[config.mk]
export PLATFORM = sky130hd
export DESIGN_NAME = issp_engine
export DESIGN_NICKNAME = d
export VERILOG_FILES = /design/src/rtl/issp_engine.sv
export SDC_FILE = /design/constraint.sdc
export NUM_CORES = 1
export LEC_CHECK = 0
export CORE_ASPECT_RATIO = 0.6
export CORE_MARGIN = 8
export CORE_UTILIZATION = 55
export CTS_BUF_LIST = sky130_fd_sc_hd__clkbuf_4 sky130_fd_sc_hd__clkbuf_8 sky130_fd_sc_hd__clkbuf_16
export DETAILED_ROUTE_END_ITERATION = 16
export GPL_ROUTABILITY_DRIVEN = 0
export PLACE_DENSITY = 0.78
export SLEW_MARGIN = 20
export SYNTH_ARGS = -nofsm -noshare
export SYNTH_HDL_FRONTEND = slang
export SYNTH_SLANG_ARGS = --single-unit
[constraint.sdc]
create_clock -name osc -period 5.4 [get_ports osc]
set_input_delay 1.62 -clock osc [delete_from_list [all_inputs] [get_ports osc]]
set_output_delay 1.62 -clock osc [all_outputs]
set_load 0.01 [all_outputs]
[src/rtl/issp_engine.sv]
// ISSP command sequencer for Cypress M8C/M7C devices: POR, power-off, EXEC handshake,
// MSB-first vector send and SDATA read-back, with wait timeouts, error flag and abort.
module issp_engine #(
  parameter int VEC_MAX   = 32,
  parameter int RX_MAX    = 16,
  parameter int HALF_CYC  = 6,
  parameter int VDD_WAIT  = 24000,
  parameter int POLL_CYC  = 24,
  parameter int POLL_CNT  = 10,
  parameter int PRE_CLKS  = 33,
  parameter int POST_CLKS = 50,
  parameter int WAIT_TMO  = 48000,
  localparam int VL_W     = $clog2(VEC_MAX + 1),
  localparam int RL_W     = $clog2(RX_MAX + 1)
) (
  input  logic               osc,
  input  logic               rst_n,
  input  logic               cmd_valid,
  output logic               cmd_ready,
  input  logic [2:0]         cmd,
  input  logic [VEC_MAX-1:0] vec_out,
  input  logic [VL_W-1:0]    vec_len,
  input  logic [RL_W-1:0]    rx_len,
  input  logic               abort,
  output logic               busy,
  output logic               done,
  output logic               err,
  output logic [RX_MAX-1:0]  rx_data,
  input  logic               sdata_in,
  output logic               sdata_out,
  output logic               sdata_oe,
  output logic               sclk_out,
  output logic               sclk_oe,
  output logic               vdd_en
);
  localparam int CNT_A   = (VDD_WAIT > WAIT_TMO) ? VDD_WAIT : WAIT_TMO;
  localparam int CNT_MAX = (CNT_A > POLL_CYC) ? CNT_A : POLL_CYC;
  localparam int CNT_W   = $clog2(CNT_MAX + 1);
  localparam int CK_A    = (PRE_CLKS > POST_CLKS) ? PRE_CLKS : POST_CLKS;
  localparam int CK_MAX  = (CK_A > RX_MAX) ? CK_A : RX_MAX;
  localparam int CK_W    = $clog2(CK_MAX + 1);
  localparam int HC_W    = $clog2(HALF_CYC + 1);
  localparam int PC_W    = $clog2(POLL_CNT + 1);

  localparam logic [2:0] CMD_POR = 3'd1, CMD_PWROFF = 3'd2, CMD_EXEC = 3'd3,
                         CMD_SEND = 3'd4, CMD_READ = 3'd5;

  typedef enum logic [3:0] {
    S_IDLE, S_POR_VDD, S_POR_LOW, S_SHIFT_HI, S_SHIFT_LO, S_SHIFT_DONE,
    S_EXEC_POLL, S_EXEC_WAIT, S_CLK_HI, S_CLK_LO, S_FINISH
  } state_t;

  typedef enum logic [1:0] {PH_PRE, PH_POST, PH_TURN, PH_RX} phase_t;

  state_t             state_reg;
  phase_t             phase_reg;
  logic [VEC_MAX-1:0] vec_reg;
  logic [VL_W-1:0]    bit_cnt_reg;
  logic [RL_W-1:0]    rx_len_reg;
  logic               is_read_reg;
  logic [CNT_W-1:0]   cyc_cnt_reg;
  logic [HC_W-1:0]    half_cnt_reg;
  logic [CK_W-1:0]    clk_cnt_reg;
  logic [PC_W-1:0]    poll_cnt_reg;
  logic               sync1_reg, sdata_s_reg;
  logic [VL_W-1:0]    len_c;
  logic [RL_W-1:0]    rx_c;

  always_comb begin
    len_c = (vec_len > VL_W'(VEC_MAX)) ? VL_W'(VEC_MAX) : vec_len;
    rx_c  = (rx_len > RL_W'(RX_MAX)) ? RL_W'(RX_MAX) : rx_len;
  end

  // Primitives are entered through their low phase with an expired half counter,
  // so a zero-length request falls straight through to the completion branch.
  always_ff @(posedge osc) begin
    if (!rst_n) begin
      state_reg    <= S_IDLE;
      phase_reg    <= PH_PRE;
      vec_reg      <= '0;
      bit_cnt_reg  <= '0;
      rx_len_reg   <= '0;
      is_read_reg  <= 1'b0;
      cyc_cnt_reg  <= '0;
      half_cnt_reg <= '0;
      clk_cnt_reg  <= '0;
      poll_cnt_reg <= '0;
      sync1_reg    <= 1'b0;
      sdata_s_reg  <= 1'b0;
      cmd_ready    <= 1'b1;
      busy         <= 1'b0;
      done         <= 1'b0;
      err          <= 1'b0;
      rx_data      <= '0;
      sdata_out    <= 1'b0;
      sdata_oe     <= 1'b0;
      sclk_out     <= 1'b0;
      sclk_oe      <= 1'b0;
      vdd_en       <= 1'b0;
    end else begin
      sync1_reg   <= sdata_in;
      sdata_s_reg <= sync1_reg;
      done        <= 1'b0;
      if (busy && abort) begin
        vdd_en    <= 1'b0;
        sdata_oe  <= 1'b0;
        sclk_oe   <= 1'b0;
        sclk_out  <= 1'b0;
        sdata_out <= 1'b0;
        err       <= 1'b1;
        done      <= 1'b1;
        busy      <= 1'b0;
        cmd_ready <= 1'b1;
        state_reg <= S_IDLE;
      end else begin
        case (state_reg)
          S_IDLE: if (cmd_valid && !abort) begin
            vec_reg      <= vec_out << (VL_W'(VEC_MAX) - len_c);
            bit_cnt_reg  <= len_c;
            rx_len_reg   <= rx_c;
            is_read_reg  <= (cmd == CMD_READ);
            err          <= 1'b0;
            half_cnt_reg <= '0;
            case (cmd)
              CMD_POR: begin
                vdd_en      <= 1'b1;
                sclk_oe     <= 1'b1;
                sclk_out    <= 1'b0;
                sdata_oe    <= 1'b0;
                cyc_cnt_reg <= CNT_W'(VDD_WAIT - 1);
                busy        <= 1'b1;
                cmd_ready   <= 1'b0;
                state_reg   <= S_POR_VDD;
              end
              CMD_PWROFF: begin
                vdd_en    <= 1'b0;
                sdata_oe  <= 1'b0;
                sclk_oe   <= 1'b0;
                sclk_out  <= 1'b0;
                sdata_out <= 1'b0;
                done      <= 1'b1;
              end
              CMD_EXEC: begin
                sclk_oe      <= 1'b1;
                sclk_out     <= 1'b0;
                sdata_oe     <= 1'b0;
                poll_cnt_reg <= PC_W'(POLL_CNT);
                cyc_cnt_reg  <= CNT_W'(POLL_CYC - 1);
                busy         <= 1'b1;
                cmd_ready    <= 1'b0;
                state_reg    <= S_EXEC_POLL;
              end
              CMD_SEND, CMD_READ: begin
                if (cmd == CMD_READ) rx_data <= '0;
                busy      <= 1'b1;
                cmd_ready <= 1'b0;
                state_reg <= S_SHIFT_LO;
              end
              default: done <= 1'b1;
            endcase
          end
          S_POR_VDD: begin
            if (cyc_cnt_reg == '0) begin
              cyc_cnt_reg <= CNT_W'(WAIT_TMO - 1);
              state_reg   <= S_POR_LOW;
            end else cyc_cnt_reg <= cyc_cnt_reg - CNT_W'(1);
          end
          S_POR_LOW: begin
            if (!sdata_s_reg) begin
              half_cnt_reg <= '0;
              state_reg    <= S_SHIFT_LO;
            end else if (cyc_cnt_reg == '0) begin
              err       <= 1'b1;
              state_reg <= S_FINISH;
            end else cyc_cnt_reg <= cyc_cnt_reg - CNT_W'(1);
          end
          S_SHIFT_HI: begin
            if (half_cnt_reg == '0) begin
              sclk_out     <= 1'b0;
              half_cnt_reg <= HC_W'(HALF_CYC - 1);
              state_reg    <= S_SHIFT_LO;
            end else half_cnt_reg <= half_cnt_reg - HC_W'(1);
          end
          S_SHIFT_LO: begin
            if (half_cnt_reg != '0) half_cnt_reg <= half_cnt_reg - HC_W'(1);
            else if (bit_cnt_reg == '0) state_reg <= S_SHIFT_DONE;
            else begin
              sdata_oe     <= 1'b1;
              sdata_out    <= vec_reg[VEC_MAX-1];
              vec_reg      <= vec_reg << 1;
              bit_cnt_reg  <= bit_cnt_reg - VL_W'(1);
              sclk_out     <= 1'b1;
              half_cnt_reg <= HC_W'(HALF_CYC - 1);
              state_reg    <= S_SHIFT_HI;
            end
          end
          S_SHIFT_DONE: begin
            if (is_read_reg) begin
              sdata_oe     <= 1'b0;
              clk_cnt_reg  <= CK_W'(1);
              phase_reg    <= PH_TURN;
              half_cnt_reg <= '0;
              state_reg    <= S_CLK_LO;
            end else state_reg <= S_FINISH;
          end
          S_EXEC_POLL: begin
            if (cyc_cnt_reg != '0) cyc_cnt_reg <= cyc_cnt_reg - CNT_W'(1);
            else if (sdata_s_reg) begin
              cyc_cnt_reg <= CNT_W'(WAIT_TMO - 1);
              state_reg   <= S_EXEC_WAIT;
            end else if (poll_cnt_reg <= PC_W'(1)) begin
              clk_cnt_reg  <= CK_W'(PRE_CLKS);
              phase_reg    <= PH_PRE;
              half_cnt_reg <= '0;
              state_reg    <= S_CLK_LO;
            end else begin
              poll_cnt_reg <= poll_cnt_reg - PC_W'(1);
              cyc_cnt_reg  <= CNT_W'(POLL_CYC - 1);
            end
          end
          S_EXEC_WAIT: begin
            if (!sdata_s_reg) begin
              clk_cnt_reg  <= CK_W'(POST_CLKS);
              phase_reg    <= PH_POST;
              half_cnt_reg <= '0;
              state_reg    <= S_CLK_LO;
            end else if (cyc_cnt_reg == '0) begin
              err       <= 1'b1;
              state_reg <= S_FINISH;
            end else cyc_cnt_reg <= cyc_cnt_reg - CNT_W'(1);
          end
          S_CLK_HI: begin
            if (half_cnt_reg == '0) begin
              if (phase_reg == PH_RX) rx_data <= {rx_data[RX_MAX-2:0], sdata_s_reg};
              sclk_out     <= 1'b0;
              half_cnt_reg <= HC_W'(HALF_CYC - 1);
              state_reg    <= S_CLK_LO;
            end else half_cnt_reg <= half_cnt_reg - HC_W'(1);
          end
          S_CLK_LO: begin
            if (half_cnt_reg != '0) half_cnt_reg <= half_cnt_reg - HC_W'(1);
            else if (clk_cnt_reg != '0) begin
              clk_cnt_reg  <= clk_cnt_reg - CK_W'(1);
              sclk_out     <= 1'b1;
              half_cnt_reg <= HC_W'(HALF_CYC - 1);
              state_reg    <= S_CLK_HI;
            end else begin
              case (phase_reg)
                PH_PRE: begin
                  if (sdata_s_reg) begin
                    cyc_cnt_reg <= CNT_W'(WAIT_TMO - 1);
                    state_reg   <= S_EXEC_WAIT;
                  end else begin
                    clk_cnt_reg <= CK_W'(POST_CLKS);
                    phase_reg   <= PH_POST;
                  end
                end
                PH_TURN: begin
                  clk_cnt_reg <= CK_W'(rx_len_reg);
                  phase_reg   <= PH_RX;
                end
                default: state_reg <= S_FINISH;
              endcase
            end
          end
          S_FINISH: begin
            sdata_oe  <= 1'b0;
            sclk_out  <= 1'b0;
            busy      <= 1'b0;
            cmd_ready <= 1'b1;
            done      <= 1'b1;
            state_reg <= S_IDLE;
          end
          default: state_reg <= S_IDLE;
        endcase
      end
    end
  end
endmodule

==> summary by stage <==
Status
The flow ran to the end, and the final reports show no timing, DRC or antenna violations.

Critical path
The number of cells traversed by the worst register-to-register path is 7. Along the worst path, the maximum fanout reaches 17. The endpoint type of the worst setup path is a flip-flop.

The critical path is of the in2reg type. The startpoint identified for the worst register-to-register timing path is state_reg[2]. The worst setup path is launched from a primary input. The setup slack of the worst register-to-register path is about 2.3 ns.

STA puts the critical path data arrival time at 4.82 ns. The destination of the worst register-to-register timing path is vec_reg[18]. At the worst endpoint, the required time is 5.69 ns.

Min path
For hold timing, the worst endpoint is sdata_s_reg. The worst hold path stage count is 1. The startpoint of the lowest-slack hold path is sync1_reg. The type of the tightest min-delay check is reg2reg.

Power
The switching part of the total power is 0.4733. Of the total power, the clock network draws 0.160. The maximum ir drop on the vdd rail is 0.0002321 V. The combinational fraction of design power is 0.570. The total leakage power is between 3 and 4 nW. Power spread over the standard cell area amounts to 474.5 nW/um^2. The total power after layout is 0.004126 W. In this run the power spent charging and discharging nets is 0.001953 W. The internal power is 0.002173 W. The share of total power dissipated in sequential elements is 0.270.

STA
Setup repair after global routing left no endpoint under its margin. The count of final max-slew check failures is 0. Hold is met by around 0.44 ns. In the final timing run, aggregate negative setup slack is 0 ns. The tightest slew margin relative to the limit is 0.2869. For the finished layout, the period the worst path requires is 4.537 ns.

The slew of the pin with the lowest slew margin is 1.070 ns. The maximum frequency from static timing analysis is ~0.22 GHz. The final-report hold violation count is 0. Between clock sinks in the finished design, the worst skew comes to 0.01062 ns. The fraction of the cycle the final worst path needs is 0.8402. The total setup violations reported at the end of the flow is 0.

CTS
The longest clock path from root to sink contains 2 buffers. The count of clock tree sinks is 106. The number of buffers created by CTS is 9.

Post-CTS repair changed the size of 0 cells. Post-CTS timing repair inserted 0 buffers for setup. After clock tree synthesis, the clock-pin slew on the worst setup and hold paths is 0.07 ns.

TritonCTS built the clock tree. Clock tree synthesis selected as its root buffer the cell clkbuf_16. The clock insertion delay at the later pin of the skew report is 0.36 ns. The total of hold buffers inserted after clock tree synthesis is 0. CTS built an H-tree with a depth of 3.

Routing
The routed wirelength normalized by instance count is 19.22 um. The initial DRC count is 956. The number of nets still failing antenna checks after routing is 0. After detailed routing, the number of remaining DRC violations is 0. The final layout contains routed wiring with a total length of 22,760 um. The iteration count of the initial detailed-routing pass is 7. The routed layout has ~8k vias. Dividing the detail-routed via count by the number of cells gives 6.584.

Logic synthesis
Of the total synthesized cell area, the portion taken by AND, OR, NAND and NOR gates is 0.2531. The number of different library cells in the post-synthesis netlist is 80. Summing every instance area after synthesis gives 7574 um^2. The post-synth net total is between 1k and 1.5k. In this run, synthesis produced a sequential element count of 106.

By area the synthesized netlist is led by dfxtp_1 (28%), mux4_2 (7.4%), nand2_1 (6.2%). The top-area cell type share of the netlist area is 0.2802. The share of synthesized flip-flops with an asynchronous set or reset is 0. The count of synthesis-stage warnings from yosys is 0. The main combinational cell family by area after synthesis is compound AO/OA/AOI/OAI gates. The synthesized design contains 0 enable-type register cells. The mux contribution to synthesized area is 0.1199. The post-synthesis cell type with the largest combined area is dfxtp_1. The average instance in the mapped netlist occupies 7.784 um^2. The xor-xnor portion of the synthesized cell area is 0.01057. The most used flip-flop cell after synthesis is dfxtp_1. The complex-gate fraction of the synthesized area is 0.2625. The number of cells produced by synthesis is 973. The adder and majority cell fraction of the synthesized area is 0.01487. For this run, the register share of the synthesized area comes to 0.2802.

Floorplanning
The area of the core region is 13,540 um^2. The number of placement rows is 33. In this run the count of I/O pins placed on the die edge is 76. The starting utilization of the core area is 0.5592.

The area enclosed by the die boundary is 17,900 um^2. The die height is 106.9 um. The width of the die is approximately 170 um.

Cells and area
The synthesis-to-layout area growth is 14.80%. The number of antenna repair diodes is 0. Leaving out fill and tap cells, the most frequent cells in the layout are nand2_1 (126), dfxtp_1 (106), a21oi_1 (85). The fraction of final layout cells sized beyond drive strength 1 is 0.09118. The layout net count is about 1.1k. The post-layout instance count excluding filler cells is ~1.2k. Once layout is complete, the utilization of the core stands at 0.6420. Leaving out fill and tap cells, the most frequent cell in the layout is nand2_1.

The flip-flop count of the largest register after layout is 32.

Global route
After global routing the overflow that remains totals 0. The via count of the first global-routing pass came to between 7k and 8k. Entering global routing, the biggest net connects 52 pins. The global-route wire length before repair is 37,450 um.

Across every metal layer, demand over resource in global routing totals 0.2513. The initial antenna violation count is 0.

Placement
Once detailed placement completed, the half-perimeter wirelength came to 16,590 um. Including well taps, the total number of placed cells is 1,168. In this run the tool buffered the top-level ports with 75 buffer cells.

Run
The max-capacitance violation count is 0.
[worst max path at each step]
stage / start / to / slack (ns) / cells after the start
global placement: vec_len[5] / vec_reg[29] / 0.52 / 9
detailed placement: vec_len[5] / vec_reg[29] / 0.47 / 9
global route: vec_len[5] / vec_reg[29] / 0.58 / 9
CTS: vec_len[5] / vec_reg[29] / 0.85 / 9
floorplan: vec_len[5] / vec_reg[31] / 0.82 / 14
finish: vec_len[5] / vec_reg[28] / 0.86 / 9
[routing by layer]
layer	GRT usage	up-vias	routed length, um
li1	-	3690	-
met1	0.3778	3641	10800
met2	0.3365	434	8883
met3	0.08254	29	2841
met4	0.05073	2	191
met5	0.01630	-	36
[final cells by class]
type                       instances  area (um^2)
clock inverter                     6        56.30
timing repair buffer              97        910.9
fill                            1179         4848
sequential                       106         2122
tap                              175        219.0
inverter                          32        120.1
multi-input combinational        758         5027
clock buffer                      10        239.0
[Yosys cell counts (all sizes together) (6+ instances only)]
master / number
a211o: 6
a211oi: 14
a21boi: 6
a21oi: 85
a221oi: 23
a31oi: 15
and2: 9
and3: 10
buf: 35
clkbuf: 42
dfxtp: 106
ha: 9
inv: 31
mux2i: 30
mux4: 25
nand2: 126
nand2b: 16
nand3: 55
nor2: 72
nor2b: 11
nor3: 27
nor3b: 11
nor4: 10
o2111ai: 6
o211ai: 18
o21ai: 65
o32ai: 9
or3: 8
[worst max-delay path, cell delays in order]
cell,delay [ns]
clkdlybuf4s50_1,0.57
nand2b_1,0.26
ha_1,0.75
buf_4,0.40
mux2i_1,0.20
mux4_2,0.55
a22oi_1,0.22
nand2_1,0.09
a31oi_1,0.16
[power by group through the flow]
| stage | logic, W | registers [W] | clock network [W] |
|---|---|---|---|
| 6_report | 0.00235 | 0.00111 | 0.000662 |
| 5_1_grt | 0.00258 | 0.00114 | 0.000700 |
| 4_1_cts | 0.00228 | 0.00111 | 0.000666 |
| 3_5_place_dp | 0.00226 | 0.00112 | 0 |
| 3_3_place_gp | 0.00224 | 0.00112 | 0 |
| 2_1_floorplan | 0.00174 | 0.00108 | 0 |
[cells by family (layout without fill, tap and decap cells)]
family / count (synthesis) / after routing
compound gates: 301 / 301
xor+xnor: 7 / 7
fa+ha+maj: 9 / 9
buf+inv: 109 / 145
flops: 106 / 106
mux: 59 / 59
simple gates: 382 / 382
[metrics by stage]
step           setup WS [ns]  instance area, um^2
6_report              0.8630                 8695
5_1_grt               0.5792                 8695
4_1_cts               0.8472                 8695
3_5_place_dp          0.4711                 8399
3_3_place_gp          0.5204                 8397
2_1_floorplan         0.8153                 7574
Power figures use the tool's default switching activity.
